[src/rtl/sum_checker_pkg.sv]
// Shared types and helpers for the adder-path sum checker.
// Holds the control state encoding and the saturation test used by its counters.
package sum_checker_pkg;

   typedef enum logic [1:0] {
      S_IDLE = 2'd0,
      S_RUN  = 2'd1,
      S_DONE = 2'd2
   } state_e;

   // Widest counter the saturation helper supports.
   localparam int unsigned SAT_MAX_W = 32;

   // True when value already holds the all-ones code of a width-bit counter.
   function automatic logic sat_at_max(input logic [SAT_MAX_W-1:0] value,
                                       input int unsigned           width);
      logic [SAT_MAX_W-1:0] ones;
      ones = {SAT_MAX_W{1'b1}} >> (SAT_MAX_W - width);
      return (value == ones);
   endfunction

endpackage

[src/rtl/sat_counter.sv]
// Saturating up-counter with synchronous clear; clear wins over increment.
// Sticks at all-ones once reached until cleared or reset.
module sat_counter
   import sum_checker_pkg::*;
#(
   parameter int unsigned ERR_W = 8
) (
   input  logic             clk,
   input  logic             rstn,
   input  logic             clr,
   input  logic             inc,
   output logic [ERR_W-1:0] value
);

   logic [ERR_W-1:0] value_q, value_d;

   always_comb begin
      value_d = value_q;
      if (clr) begin
         value_d = '0;
      end else if (inc && !sat_at_max(SAT_MAX_W'(value_q), ERR_W)) begin
         value_d = value_q + ERR_W'(1);
      end
   end

   always_ff @(posedge clk or negedge rstn) begin
      if (!rstn) begin
         value_q <= '0;
      end else begin
         value_q <= value_d;
      end
   end

   assign value = value_q;

endmodule

[config.mk]
export PLATFORM = sky130hd
export DESIGN_NAME = sat_counter
export DESIGN_NICKNAME = d
export VERILOG_FILES = /design/src/rtl/sum_checker_pkg.sv /design/src/rtl/sat_counter.sv
export SDC_FILE = /design/constraint.sdc
export NUM_CORES = 1
export LEC_CHECK = 0
export BUFFER_PORTS_ARGS = -buffer_cell sky130_fd_sc_hd__buf_2
export CORE_AREA = 3 3 40 42
export CTS_BUF_LIST = sky130_fd_sc_hd__clkbuf_4
export CTS_CLUSTER_DIAMETER = 200
export DETAILED_ROUTE_END_ITERATION = 6
export DIE_AREA = 0 0 43 45
export MAX_ROUTING_LAYER = met4
export PLACE_DENSITY = 0.66
export SLEW_MARGIN = 5
export SYNTH_ARGS = -nofsm -noshare
export SYNTH_HDL_FRONTEND = slang
export SYNTH_SLANG_ARGS = --single-unit
[constraint.sdc]
create_clock -name clk -period 4.1 [get_ports clk]
set_input_delay 0.82 -clock clk [delete_from_list [all_inputs] [get_ports clk]]
set_output_delay 0.82 -clock clk [all_outputs]
set_load 0.05 [all_outputs]
==> impl_metrics.yaml <==
power:
  p_seq_frac: 0.512
  p_comb_frac: 0.130
  p_per_area_mw_per_mm2: 280
  internal_power_mw: 0.121
  total_power_mw: 0.164
  p_sw_frac: 0.260
  p_clk_frac: 0.359
  leakage_nw: 0.274
  ir_worst_vdd_v: 0.000148
  power_switching_mw: 0.0427
worst_setup_path:
  cp.arrival_ns: 1.02
  cp.required_ns: 3.28
  slowest_delay_ns: 0.46
  path_max_fanout: 8
  cp_top_family: "flip-flops"
  crit_buf_inv: 1
  startpoint_type: "flop"
  crit_chain: "buf_2"
  path_class: "flop to primary output"
  crit_slowest_cell: "dfrtp_1"
  cp-end-kind: "primary output"
finish:
  largest_reg_flops: 8
  nets: 66
  fin_area_um2: 587
  final_common_cell: "buf_2"
  regArea_um2: 200
  syn_to_final_growth_pct: 16.1
  antenna_cells: 0
  drive_gt1_frac: 0.390
  layout_common_cells: "buf_2, dfrtp_1, nor2b_1, nor2_1, mux2_4"
  multi_input_area_um2: 290
  num-fill-cells: 126
placement:
  place_area_um2: 564
  gp_congestion: 0.768
  portBuffers: 11
  dp_hpwl_um: 723
global_routing:
  grt_overflow: 0
  grtUsageTotal: 0.130
  grt_max_degree: 14
  grt_pass1_vias: 382
  grt_pass1_wl_um: 1780
  grt_antenna_before_repair: 0
floorplanning:
  initial_core_util: 0.393
  die_h_um: 45
  die_w_um: 43
  num_rows: 13
  dieArea_mm2: 0.00194
  io_pins: 12
  core_mm2: 0.00128
clock_tree:
  clockBufferDepth: 2
  cts_tree: "done"
  post_cts.repair.setup_buffers: 0
  cts_htree_levels: 1
  cts_buffers: 3
  cts_sinks: 8
  cts-root-buf: "clkbuf_4"
  cts_resized: 0
  clk_pin_slew_ns: 0.05
  insertion_delay_ns: 0.25
  cts_hold_buf: 0
route:
  drc: 0
  antenna_left: 0
  totalWireLength_um: 1010
  drt_iter0_markers: 3
  via_per_inst: 5.55
  met1_length_um: 519
  firstDrtPassIters: 3
  routedWlPerCell_um: 13.6
  wl_met2_um: 409
  routed.top_layer: "met4"
  dr_wl_met3_um: 60
  vias: 411
sta:
  clock.fmax_mhz: 543
  worst_pin_slew_ns: 0.326
  slew_headroom: 0.783
  rsz0062_at_grt: "no"
  fin_crit_ns: 1.84
  period_share: 0.449
  setup-violations-final: 0
  maxSlewViolCount: 0
  finalSetupTns_ns: 0
  finalClockSkew_ns: 0.00449
  hold_viol_final: 0
flow_run:
  max-cap-violations: 0
yosys:
  yosys_warnings: 0
  synth_enable_flop_cells: 0
  synth_cells: 47
  synth.distinct_cells: 25
  syn_area_per_cell_um2: 10.8
  synth.net_count: 52
  postSynthRegisterBits: 8
  synth_ff_type: "dfrtp_1"
  syn-cell-area_um2: 505
  synthArstFlopShare: 1.00
  yosysSeqAreaShare: 0.396
outcome:
  outcome: "finished clean"
worst_hold_path:
  hold_path_class: "input pin to async pin"
## synth_stat cells, drive strengths merged (2+ instances only)
master  number  area share
a211oi       2       0.040
a21boi       2       0.037
a21oi        4       0.054
and3         2       0.027
and4         2       0.035
dfrtp        8        0.40
mux2         4        0.12
nand2        2       0.015
nand2b       2       0.025
nand4        2       0.025
nor2         4       0.030
nor2b        4       0.049
## layer usage
metal / up-vias / track usage
met5: - / -
met4: 0 / 0.0723
met3: 2 / 0.0438
met2: 13 / 0.177
met1: 194 / 0.167
li1: 202 / -
## path summary, 6_finish.rpt
path,slack (ns),start,cells after the start,end
setup / recovery,2.26,value[3],1,value[3]
hold / removal,0.40,rstn,1,value[1]
setup reg to reg,2.47,value[0],4,value[5]
hold reg to reg,0.60,value[6],2,value[6]
max in group asynchronous,3.52,rstn,1,value[7]
min in group clk,0.60,value[6],2,value[6]
## layout make-up
type                    instances  area share
clock buffers                   3      0.0384
multi-input cells              37       0.495
flip-flops and latches          8       0.341
well taps                      15      0.0320
repair buffers                 11      0.0938
## power by group through the flow
stage	Clock (mW)	Sequential, mW	Combinational [mW]
4_1_cts	0.0627	0.0838	0.0217
2_1_floorplan	0	0.0913	0.00784
3_3_place_gp	0	0.0851	0.0212
3_5_place_dp	0	0.0850	0.0217
5_1_grt	0.0667	0.0843	0.0238
6_report	0.0588	0.0839	0.0213
## worst register-to-register path, cell delays in order, from the launching register on
cell      delay (ns)
dfrtp_1         0.44
ha_1            0.27
and3_2          0.25
a211oi_2        0.25
mux2_4          0.32
## through the flow
step / setup WS [ns] / util / hold slack [ns] / instances
6_report: 2.26 / 0.457 / 0.403 / 74
5_1_grt: 2.18 / 0.457 / 0.410 / 74
4_1_cts: 2.23 / 0.457 / 0.395 / 74
3_5_place_dp: 2.31 / 0.439 / 0.592 / 71
3_3_place_gp: 2.33 / 0.439 / 0.573 / 71
2_1_floorplan: 2.29 / - / 0.524 / 47
## cell families (layout without fill, tap and decap cells)
family / Yosys count / count (layout) / share of synthesized area
mux: 5 / 5 / 0.139
simple gates: 21 / 21 / 0.245
fa+ha+maj: 1 / 1 / 0.0247
buf+inv: 2 / 14 / 0.0297
flops: 8 / 8 / 0.396
compound gates: 10 / 10 / 0.166
No activity file was read; power rests on OpenSTA's default activity.
